[src/rtl/spi_frame_sequencer.sv]
// SPI mode-0 peripheral front end: synchronises the pins, detects edges, and turns
// RW/address/data frames into register strobes. Optional error counter: SPI_ERR_CNT_EN.
module spi_frame_sequencer #(
  parameter int ADDR_W      = 3,
  parameter int DATA_W      = 8,
  parameter int SYNC_STAGES = 2
) (
  input  logic              clk,
  input  logic              rstb,
  input  logic              ena,
  input  logic              spi_cs_n,
  input  logic              spi_sclk,
  input  logic              spi_mosi,
  output logic              spi_miso,
  output logic              spi_miso_oe,
  output logic [ADDR_W-1:0] reg_addr,
  output logic [DATA_W-1:0] reg_wdata,
  output logic              reg_we,
  output logic              reg_re,
  input  logic [DATA_W-1:0] reg_rdata,
  output logic              frame_err,
`ifdef SPI_ERR_CNT_EN
  output logic [7:0]        err_cnt,
`endif
  output logic              busy
);

  localparam int MAX_W = (ADDR_W > DATA_W) ? ADDR_W : DATA_W;
  localparam int CNT_W = $clog2(MAX_W) + 1;

  typedef enum logic [2:0] {
    S_IDLE,
    S_RW,
    S_ADDR,
    S_DATA,
    S_DONE
  } state_t;

  logic [SYNC_STAGES-1:0] r_cs_sync;
  logic [SYNC_STAGES-1:0] r_sclk_sync;
  logic [SYNC_STAGES-1:0] r_mosi_sync;
  logic                   r_cs_dly;
  logic                   r_sclk_dly;

  state_t                 r_state;
  logic [CNT_W-1:0]       r_bit_cnt;
  logic                   r_rw;
  logic                   r_rise_seen;
  logic [ADDR_W-1:0]      r_addr;
  logic [DATA_W-1:0]      r_wsr;
  logic [DATA_W-1:0]      r_wdata;
  logic [DATA_W-1:0]      r_miso_sr;
  logic                   r_we;
  logic                   r_re;
  logic                   r_err;

  state_t                 w_state_next;
  logic [CNT_W-1:0]       w_bit_cnt_next;
  logic                   w_rw_next;
  logic                   w_rise_seen_next;
  logic [ADDR_W-1:0]      w_addr_next;
  logic [DATA_W-1:0]      w_wsr_next;
  logic [DATA_W-1:0]      w_wdata_next;
  logic [DATA_W-1:0]      w_miso_sr_next;
  logic                   w_we_next;
  logic                   w_re_next;
  logic                   w_err_next;

  logic w_cs;
  logic w_sclk;
  logic w_mosi;
  logic w_cs_rise;
  logic w_cs_fall;
  logic w_sclk_rise;
  logic w_sclk_fall;

  // cs_n synchronises to its inactive level so reset never looks like a frame start.
  always_ff @(posedge clk or negedge rstb) begin
    if (!rstb) begin
      r_cs_sync   <= '1;
      r_sclk_sync <= '0;
      r_mosi_sync <= '0;
    end else begin
      r_cs_sync   <= {r_cs_sync[SYNC_STAGES-2:0], spi_cs_n};
      r_sclk_sync <= {r_sclk_sync[SYNC_STAGES-2:0], spi_sclk};
      r_mosi_sync <= {r_mosi_sync[SYNC_STAGES-2:0], spi_mosi};
    end
  end

  assign w_cs   = r_cs_sync[SYNC_STAGES-1];
  assign w_sclk = r_sclk_sync[SYNC_STAGES-1];
  assign w_mosi = r_mosi_sync[SYNC_STAGES-1];

  // Frozen delay flops keep a level change pending until ena returns.
  always_ff @(posedge clk or negedge rstb) begin
    if (!rstb) begin
      r_cs_dly   <= 1'b1;
      r_sclk_dly <= 1'b0;
    end else if (ena) begin
      r_cs_dly   <= w_cs;
      r_sclk_dly <= w_sclk;
    end
  end

  assign w_cs_rise   = ena &  w_cs & ~r_cs_dly;
  assign w_cs_fall   = ena & ~w_cs &  r_cs_dly;
  // A chip-select edge discards any coincident sclk edge.
  assign w_sclk_rise = ena &  w_sclk & ~r_sclk_dly & ~(w_cs_rise | w_cs_fall);
  assign w_sclk_fall = ena & ~w_sclk &  r_sclk_dly & ~(w_cs_rise | w_cs_fall);

  always_comb begin
    w_state_next     = r_state;
    w_bit_cnt_next   = r_bit_cnt;
    w_rw_next        = r_rw;
    w_rise_seen_next = r_rise_seen;
    w_addr_next      = r_addr;
    w_wsr_next       = r_wsr;
    w_wdata_next     = r_wdata;
    w_we_next        = 1'b0;
    w_re_next        = 1'b0;
    w_err_next       = 1'b0;

    case (r_state)
      S_IDLE: begin
        if (w_cs_fall) begin
          w_state_next = S_RW;
        end
      end
      S_RW: begin
        if (w_cs_rise) begin
          w_state_next = S_IDLE;
          w_err_next   = 1'b1;
        end else if (w_sclk_rise) begin
          w_rw_next      = w_mosi;
          w_bit_cnt_next = '0;
          w_state_next   = S_ADDR;
        end
      end
      S_ADDR: begin
        if (w_cs_rise) begin
          w_state_next = S_IDLE;
          w_err_next   = 1'b1;
        end else if (w_sclk_rise) begin
          w_addr_next = (r_addr << 1) | ADDR_W'(w_mosi);
          if (r_bit_cnt == CNT_W'(ADDR_W - 1)) begin
            w_state_next     = S_DATA;
            w_bit_cnt_next   = '0;
            w_rise_seen_next = 1'b0;
            w_re_next        = ~r_rw;
          end else begin
            w_bit_cnt_next = r_bit_cnt + CNT_W'(1);
          end
        end
      end
      S_DATA: begin
        if (w_cs_rise) begin
          w_state_next = S_IDLE;
          w_err_next   = 1'b1;
        end else if (w_sclk_rise) begin
          w_rise_seen_next = 1'b1;
          w_wsr_next       = (r_wsr << 1) | DATA_W'(w_mosi);
          if (r_bit_cnt == CNT_W'(DATA_W - 1)) begin
            w_state_next = S_DONE;
            if (r_rw) begin
              w_wdata_next = w_wsr_next;
              w_we_next    = 1'b1;
            end
          end else begin
            w_bit_cnt_next = r_bit_cnt + CNT_W'(1);
          end
        end
      end
      S_DONE: begin
        if (w_cs_rise) begin
          w_state_next = S_IDLE;
        end
      end
      default: begin
        w_state_next = S_IDLE;
      end
    endcase
  end

  // Read data is captured while reg_re is high; the first fall after the strobe
  // precedes any DATA rise, so the MSB stays on the line for the first sample.
  always_comb begin
    w_miso_sr_next = r_miso_sr;
    if (r_re) begin
      w_miso_sr_next = reg_rdata;
    end else if ((r_state == S_DATA) && !r_rw && r_rise_seen && w_sclk_fall) begin
      w_miso_sr_next = r_miso_sr << 1;
    end
  end

  always_ff @(posedge clk or negedge rstb) begin
    if (!rstb) begin
      r_state     <= S_IDLE;
      r_bit_cnt   <= '0;
      r_rw        <= 1'b0;
      r_rise_seen <= 1'b0;
      r_addr      <= '0;
      r_wsr       <= '0;
      r_wdata     <= '0;
      r_miso_sr   <= '0;
      r_we        <= 1'b0;
      r_re        <= 1'b0;
      r_err       <= 1'b0;
    end else begin
      r_state     <= w_state_next;
      r_bit_cnt   <= w_bit_cnt_next;
      r_rw        <= w_rw_next;
      r_rise_seen <= w_rise_seen_next;
      r_addr      <= w_addr_next;
      r_wsr       <= w_wsr_next;
      r_wdata     <= w_wdata_next;
      r_miso_sr   <= w_miso_sr_next;
      r_we        <= w_we_next;
      r_re        <= w_re_next;
      r_err       <= w_err_next;
    end
  end

`ifdef SPI_ERR_CNT_EN
  logic [7:0] r_err_cnt;

  always_ff @(posedge clk or negedge rstb) begin
    if (!rstb) begin
      r_err_cnt <= '0;
    end else if (w_err_next && (r_err_cnt != 8'hFF)) begin
      r_err_cnt <= r_err_cnt + 8'd1;
    end
  end

  assign err_cnt = r_err_cnt;
`endif

  assign spi_miso_oe = (r_state == S_DATA) && !r_rw;
  assign spi_miso    = spi_miso_oe & r_miso_sr[DATA_W-1];
  assign reg_addr    = r_addr;
  assign reg_wdata   = r_wdata;
  assign reg_we      = r_we;
  assign reg_re      = r_re;
  assign frame_err   = r_err;
  assign busy        = (r_state != S_IDLE);

endmodule
[config.mk]
export PLATFORM = sky130hd
export DESIGN_NAME = spi_frame_sequencer
export DESIGN_NICKNAME = d
export VERILOG_FILES = /design/src/rtl/spi_frame_sequencer.sv
export SDC_FILE = /design/constraint.sdc
export NUM_CORES = 1
export LEC_CHECK = 0
export ABC_AREA = 1
export CAP_MARGIN = 40
export CELL_PAD_IN_SITES_DETAIL_PLACEMENT = 1
export CELL_PAD_IN_SITES_GLOBAL_PLACEMENT = 2
export CORE_MARGIN = 4
export CORE_UTILIZATION = 33
export DETAILED_ROUTE_END_ITERATION = 8
export PLACE_DENSITY_LB_ADDON = 0.2
export SYNTH_ARGS = -nofsm -noshare
export SYNTH_HDL_FRONTEND = slang
export SYNTH_SLANG_ARGS = --single-unit
[constraint.sdc]
create_clock -name clk -period 1.6 [get_ports clk]
set_input_delay 0.24 -clock clk [delete_from_list [all_inputs] [get_ports clk]]
set_output_delay 0.24 -clock clk [all_outputs]
set_load 0.01 [all_outputs]
==> key figures, run 1 <==
Logic synthesis
  – Most frequent cell after synthesis: nand2_1
  – Mapped cell area: ~2100 um^2
  – Post-synth top cells: nand2_1, dfrtp_1, nand3_1
  – Async set-reset flop share out of synthesis: between 90% and 100%
  – Mapped Avg Cell Area: 9.211 um^2
  – Yosys cell types: 27
  – Ys flop type: dfrtp_1
  – Post-synth EDFFs: 0
  – Post-synth top area share: between 50% and 60%
  – Mapped Cells: around 230
  – Post-Synthesis Net Count: 248
  – Top post-synthesis cells by area: dfrtp_1, nand2_1, nand3_1
  – Yosys warns: 0
  – Post-synth top area cell: dfrtp_1
  – Sequential element share of the synthesized area: between 50% and 60%
  – Synthesis-stage register bit count: 46

Critical path
  – Crit path launch type: register
  – Setup Crit Path Kind: reg -> out
  – R2r endpoint: reg_wdata[0]
  – Critical R2R Launch: r_cs_sync[1]
  – Slowest cell on the critical path: dfrtp_2
  – Buf+Inv Stages, Crit Path: 1
  – CP Depth: 2
  – Worst reg2reg path depth: 8
  – Critical path, cell by cell: nor3_4, dlygate4sd2_1
  – Crit path largest cell delay: between 0.4 and 0.5 ns
  – Crit path DAT: approximately 1.3 ns
  – Critical path fanouts, max: 4
  – Setup crit start: r_state[2]
  – R2r setup slk: 0.12 ns
  – Crit path max-delay family: flip-flops
  – Worst path required time: between 1 and 1.5 ns
  – Crit end category: output port

Floorplanning
  – Num rows: 29
  – Die Area: 7828 um^2
  – Top-level I/O count: 31
  – Core Area: roughly 6300 um^2
  – Die width: roughly 88 um
  – Initial Utilization: between 30% and 40%
  – Die height: 88.48 um

Timing
  – Final period util: approximately 95%
  – Relative max-transition margin: just over 70%
  – Setup Viol. Count Final: 0
  – Final setup margin: slightly below 0.08 ns
  – Worst-Margin Slew: slightly above 0.4 ns
  – Min cycle time layout: 1.521 ns
  – Maximum clock rate: 0.6576 GHz
  – Count of pins over their slew limit: 0
  – Worst Clk Skew: 0.01151 ns
  – Final-report hold violation count: 0

CTS
  – Clock slew at reported path FFs: 0.08 ns
  – Post-CTS Setup Repair Bufs: 0
  – Root Buffer: clkbuf_8
  – CTS tree: built
  – Inserted Clock Buffers: 5
  – Clk sinks: 46
  – Maximum clock path buffer count: 2
  – Clock latency on the worst-skew pair: 0.30 ns
  – CTS HTree Levels: 2

Placement
  – Routability cong.: slightly below 0.8
  – Input/output buffers: 30
  – DP Worst Slack: -0.2433 ns
  – Hpwl dp: about 3600 um
  – Placement Cell Area: ~2700 um^2

Worst hold path
  – Hold EP: r_cs_dly
  – Hold Startpoint: ena
  – Worst min path class: in -> reg
  – Hold-critical path depth: 2

Route
  – Drt total wl: slightly below 5000 um
  – Antenna-violating nets left: 0
  – Vias: around 1,700
  – Initial DRC Count: 30
  – Routed len/inst: ~13 um
  – DRC viols: 0
  – First-pass DRT Iterations: 3
  – Vias per inst: about 4.6

Power and ir drop
  – Leak: between 0.001 and 0.0015 uW
  – Switch Pwr: 1197 uW
  – Comb pwr share: approximately 33%
  – Peak supply drop: a little under 0.7 mV
  – Total power: around 3500 uW
  – Clock power share: 24.9%
  – Internal power: ~2300 uW
  – Switching portion of total power: around 34%
  – Power density over the cells: approximately 1200 nW/um^2
  – Power share of the sequential group: between 40% and 50%

Final layout
  – Area Overhead vs Synth: 32.55%
  – # fillers: 749
  – Finished Cell Area: approximately 2800 um^2
  – N_diodes: 0
  – NumNets Final: a little over 300
  – Share of layout cells above drive strength 1: 23.18%

Global routing
  – Initial antenna violation count: 0
  – Grt ovf: 0
  – Number of global-route vias before repair: around 1,900
  – Total GRT Usage: 14.45%
  – First-pass GRT wire length: 8700 um
  – Largest net degree at the start of global routing: 21

Status
  – Outcome: finished, final reports clean

Run
  – Max-cap violation count: 0
-- area by class of cell --
cell class,instances,area (um^2),share of cell area [%]
clock buffers,5,68.82,2.429
flip-flops and latches,46,1156,40.81
well taps,77,96.34,3.401
repair buffers,54,499.2,17.62
clock inverters,3,43.79,1.546
inverters,22,85.08,3.004
multi-input cells,159,883.3,31.18
-- power by group through the flow --
stage | Clock [uW] | Combinational, uW | Sequential, uW
global placement | 0 | 1150 | 1510
global route | 960 | 1330 | 1520
floorplan | 0 | 600 | 1520
CTS | 905 | 1160 | 1490
finish | 875 | 1150 | 1490
detailed placement | 0 | 1160 | 1510
-- repair_timing --
item,4_1_cts,5_1_grt
hold buffers,1,0
resized for setup,5,11
endpoints found under the setup margin,3,17
cloned,0,0
endpoints found under the hold margin,10,0
-- per-stage QoR --
stage                     instances  hold slack, ns  util, %  setup TNS (ns)
final                           366          0.3394    44.87               0
after global routing            366          0.3386    44.87       -0.003412
after CTS                       366          0.3464    44.41               0
after detailed placement        357          0.1828    42.47          -5.158
after global placement          357          0.1842    42.47          -4.097
after floorplan                 232        -0.05559        -               0
-- how the worst max path moves through the flow --
| stage | endpoint | slack, ns |
|---|---|---|
| after floorplan | reg_wdata[5] | 0.20 |
| after global placement | reg_wdata[0] | -0.20 |
| after detailed placement | reg_wdata[0] | -0.24 |
| after CTS | busy | 0.02 |
| after global routing | reg_addr[0] | -0.003 |
| final | spi_miso_oe | 0.08 |
-- cells by family after synthesis --
group / synth area share (%)
AND/OR/NAND/NOR: 27.63
flip-flops: 54.04
AO/OA/AOI/OAI: 10.25
buffers and inverters: 6.089
XOR/XNOR: 0.8198
adder cells (fa/ha/maj): 1.171
-- cells in the final DEF (no fill, tap or decap), types with 2 or more instances in the layout --
cell type        instances
o211ai_1                 5
o21ai_0                 10
dfstp_2                  3
nand3_1                 24
clkdlybuf4s50_1         25
o21ai_2                  7
nor2_2                   2
o21ai_1                  8
nor2_1                  16
o211ai_2                 2
ha_1                     2
nor2_4                   6
nand2_4                  3
nand3_2                  2
xor2_1                   2
nand2_1                 59
clkbuf_8                 5
buf_12                   2
nand2_2                  5
dfrtp_1                 42
inv_1                   21
buf_4                   21
-- registers in the layout, indices dropped and copies added (netlist names), 2 cells and up --
register	flops
reg_addr	3
r_sclk_sync	2
reg_wdata	8
r_miso_sr	8
r_wsr	7
r_mosi_sync	2
r_cs_sync	2
r_bit_cnt	4
r_state	3
-- layer usage --
metal  wire length (um)  vias to the layer above  track usage [%]  part of all wire, %
met3                195                        6            3.631                  4.0
li1                   -                      859                -                    -
met2               2191                       25            21.89                   45
met1               2393                      809            20.37                   49
met4                 61                        0            4.533                  1.3
met5                  0                        -                0                    0
No activity file was read; power rests on OpenSTA's default activity.
==> run 2: changes to the inputs <==
--- a/config.mk
+++ b/config.mk
@@ -5,14 +5,14 @@
 export SDC_FILE = /design/constraint.sdc
 export NUM_CORES = 1
 export LEC_CHECK = 0
-export ABC_AREA = 1
 export CAP_MARGIN = 40
 export CELL_PAD_IN_SITES_DETAIL_PLACEMENT = 1
 export CELL_PAD_IN_SITES_GLOBAL_PLACEMENT = 2
 export CORE_MARGIN = 4
-export CORE_UTILIZATION = 33
+export CORE_UTILIZATION = 36
 export DETAILED_ROUTE_END_ITERATION = 8
 export PLACE_DENSITY_LB_ADDON = 0.2
+export SLEW_MARGIN = 20
 export SYNTH_ARGS = -nofsm -noshare
 export SYNTH_HDL_FRONTEND = slang
 export SYNTH_SLANG_ARGS = --single-unit
==> run 2 against run 1 <==
The flow now finishes with violations (setup timing). Global-route usage is 1.2 points higher. Flip-flop and latch count stayed put. Highest routed layer unchanged. Maximum frequency fell by 18%. Largest power group unchanged.
==> key figures, run 2 <==
Status
  – Outcome: finished with violations
  – Failing checks: setup timing

Critical path
  – Crit end category: register
  – Slowest cell on the critical path: dfstp_2
  – Crit path capture: r_bit_cnt[1]
  – Crit path DAT: 2.05 ns (+0.77 ns)
  – Crit path launch type: register
  – Worst path required time: 1.81 ns (+0.45 ns)
  – Worst reg2reg path depth: 4 (-4)
  – Critical R2R Launch: r_cs_sync[1]
  – Critical path fanouts, max: 5 (+1)
  – Setup crit start: r_cs_sync[1]
  – R2r setup slk: -0.24 ns (-0.36 ns)
  – Critical path, cell by cell: xor2_4, or4_4, or2_4, o31ai_4
  – Crit path largest cell delay: 0.60 ns (+0.13 ns)
  – R2r endpoint: r_bit_cnt[1]
  – Setup Crit Path Kind: reg -> reg

CTS
  – CTS tree: built
  – CTS HTree Levels: 2 (unchanged)
  – Clk sinks: 46 (unchanged)
  – Clock latency on the worst-skew pair: 0.30 ns (about the same)
  – Clock slew at reported path FFs: 0.08 ns (about the same)
  – Maximum clock path buffer count: 2 (unchanged)
  – Inserted Clock Buffers: 5 (unchanged)
  – Root Buffer: clkbuf_8

Floorplanning
  – Die width: 81.99 um (-7.3%)
  – Die height: 81.99 um (-7.3%)
  – Initial Utilization: 37.86% (+4.0 points)
  – Num rows: 26 (-10%)
  – Top-level I/O count: 31 (unchanged)
  – Core Area: 5205 um^2 (-18%)
  – Die Area: 6722 um^2 (-14%)

Power and ir drop
  – Internal power: 1872 uW (-19%)
  – Leak: 0.001400 uW (+4.6%)
  – Clock power share: 28.1% (+3.2 points)
  – Switching portion of total power: 27.62% (-6.4 points)
  – Switch Pwr: 714.2 uW (-40%)
  – Peak supply drop: 0.5855 mV (-14%)
  – Power share of the sequential group: 50.1% (+7.7 points)
  – Comb pwr share: 21.8% (-11 points)
  – Power density over the cells: 878.8 nW/um^2 (-29%)

Timing
  – Count of pins over their slew limit: 0 (unchanged)
  – Final period util: 115.3% (+20 points)
  – Relative max-transition margin: 81.78% (+9.3 points)
  – Final setup margin: -0.2449 ns (-0.3242 ns)
  – Worst Clk Skew: 0.007619 ns (-0.003892 ns)
  – Worst-Margin Slew: 0.2723 ns (-0.1403 ns)
  – Min cycle time layout: 1.845 ns (+0.3242 ns)
  – Setup Viol. Count Final: 30 (+30)
  – RSZ-0062 raised after global routing: yes
  – Final-report hold violation count: 0 (unchanged)
  – Maximum clock rate: 0.5420 GHz (-18%)

Placement
  – DP Worst Slack: -0.4519 ns (-0.2087 ns)
  – Placement Cell Area: 2599 um^2 (-3.1%)
  – Hpwl dp: 3307 um (-8.0%)
  – Routability cong.: 0.8194 (+5.4%)
  – Placed Cells: 277 (-22%)
  – Input/output buffers: 30 (unchanged)

Run
  – Max-cap violation count: 0 (unchanged)

Final layout
  – Share of layout cells above drive strength 1: 41.82% (+19 points)
  – Post-layout util: 56.54% (+12 points)
  – Finished Cell Area: 2943 um^2 (+3.9%)
  – Final cell count without fillers: 290 (-21%)
  – Leading cell type in the layout, fill and taps excluded: dfrtp_1
  – Area Overhead vs Synth: 49.33%
  – Commonest non-fill, non-tap cells in the layout: dfrtp_1, clkdlybuf4s50_1, buf_4
  – # fillers: 531 (-29%)
  – N_diodes: 0 (unchanged)
  – NumNets Final: 235 (-23%)

Logic synthesis
  – Post-synth top area cell: dfrtp_1
  – Post-synth EDFFs: 0 (unchanged)
  – Sequential element share of the synthesized area: 58.60% (+4.6 points)
  – Post-synth top area share: 54.60% (+4.3 points)
  – Yosys warns: 0 (unchanged)
  – Async set-reset flop share out of synthesis: 100.0% (unchanged)
  – Yosys cell types: 41 (+52%)
  – Post-synth top cells: dfrtp_1, nand2_1, mux2_1, mux2_2
  – Mapped Avg Cell Area: 12.80 um^2 (+39%)
  – Most frequent cell after synthesis: dfrtp_1
  – Post-Synthesis Net Count: 170 (-31%)
  – Mapped cell area: 1971 um^2 (-7.8%)
  – Synthesis-stage register bit count: 46 (unchanged)
  – Top post-synthesis cells by area: dfrtp_1, mux2_1, mux2_2
  – Mapped Cells: 154 (-34%)
  – Ys flop type: dfrtp_1

Worst hold path
  – Hold-critical path depth: 1 (-1)
  – Worst min path class: in -> reg

Global routing
  – Largest net degree at the start of global routing: 47 (+120%)
  – First-pass GRT wire length: 7948 um (-8.6%)
  – Number of global-route vias before repair: 1,611 (-14%)
  – Initial antenna violation count: 0 (unchanged)
  – Total GRT Usage: 15.69% (+1.2 points)
  – Grt ovf: 0 (unchanged)

Route
  – Vias: 1,412 (-17%)
  – DRC viols: 0 (unchanged)
  – Initial DRC Count: 55 (+83%)
  – Antenna-violating nets left: 0 (unchanged)
  – First-pass DRT Iterations: 4 (+1)
  – Vias per inst: 4.869 (+4.9%)
  – Routed len/inst: 15.64 um (+18%)
  – Drt total wl: 4535 um (-6.3%)
run 2: cell types whose count changed in the layout (fill, tap and decap cells not counted), moves of 6 or more:
| cell | before | now |
|---|---|---|
| nand2_1 | 59 | 12 |
| mux2_4 | 0 | 18 |
| inv_1 | 21 | 4 |
| nand3_1 | 24 | 1 |
| o21ai_0 | 10 | 1 |
| mux2i_1 | 0 | 6 |
| nor2_1 | 16 | 7 |
| o21ai_2 | 7 | 0 |
run 2: area by class of cell:
class	instances	area, um^2	area share [%]
clock buffers	6	82.58	2.806
clock inverters	2	12.51	0.4252
inverters	5	18.77	0.6378
multi-input cells	99	1002	34.06
flip-flops and latches	46	1156	39.29
well taps	70	87.58	2.976
repair buffers	62	583.1	19.81
run 2: logic make-up (layout without fill, tap and decap cells):
| kind of cell | Yosys count | after routing | synth area share, % |
|---|---|---|---|
| AOI/OAI and AO/OA | 21 | 21 | 7.619 |
| xor gates and xnor gates | 1 | 1 | 0.8256 |
| adders and majority gates | 2 | 2 | 1.270 |
| buffers and inverters | 9 | 75 | 1.841 |
| DFF | 46 | 46 | 58.60 |
| muxes | 28 | 28 | 15.49 |
| and+or+nand+nor | 47 | 47 | 14.35 |
run 2: per-layer routing:
metal | routed length, um | up-vias | share of wire (%) | global-route usage [%]
met3 | 146 | 5 | 3.2 | 4.167
li1 | - | 680 | - | -
met5 | 0 | - | 0 | 0
met1 | 2001 | 708 | 44 | 20.47
met2 | 2336 | 19 | 52 | 25.12
met4 | 50 | 0 | 1.1 | 5.482
run 2: how the worst min path moves through the flow:
| stage | from | endpoint | slack, ns |
|---|---|---|---|
| floorplan | rstb | frame_err | -0.06 |
| global placement | rstb | frame_err | 0.24 |
| detailed placement | rstb | frame_err | 0.24 |
| CTS | spi_cs_n | r_cs_sync[0] | 0.34 |
| global route | spi_cs_n | r_cs_sync[0] | 0.32 |
| finish | spi_cs_n | r_cs_sync[0] | 0.34 |
run 2: through the flow:
step | setup TNS, ns | hold slack, ns | total power (uW)
6_report | -3.320 | 0.3411 | 2586
3_3_place_gp | -9.897 | 0.2372 | 1749
2_1_floorplan | -1.207 | -0.05559 | 1495
5_1_grt | -5.645 | 0.3240 | 2745
4_1_cts | -4.684 | 0.3354 | 2541
3_5_place_dp | -11.53 | 0.2419 | 1772
run 2: worst max-delay path: cells and delay by family, from the launching register on:
family | cells | cell delay, ns
flip-flops | 1 | 0.60
AO/OA/AOI/OAI | 1 | 0.24
XOR/XNOR | 1 | 0.11
AND/OR/NAND/NOR | 2 | 0.82
run 2: power groups by stage:
stage                     clock network [uW]  registers (uW)  logic [uW]
after floorplan                            0            1310         183
after global placement                     0            1300         445
after detailed placement                   0            1310         465
after CTS                                752            1290         501
after global routing                     827            1310         610
final                                    728            1300         563
run 2: what timing repair did:
action                                  4_1_cts  5_1_grt
hold buffers                                  1        0
gates resized for setup                      37       21
endpoints found under the hold margin        43        0
gates cloned                                  0        0
endpoints found under the setup margin       34       36
pin swaps                                     5        8
buffers inserted                              2        2
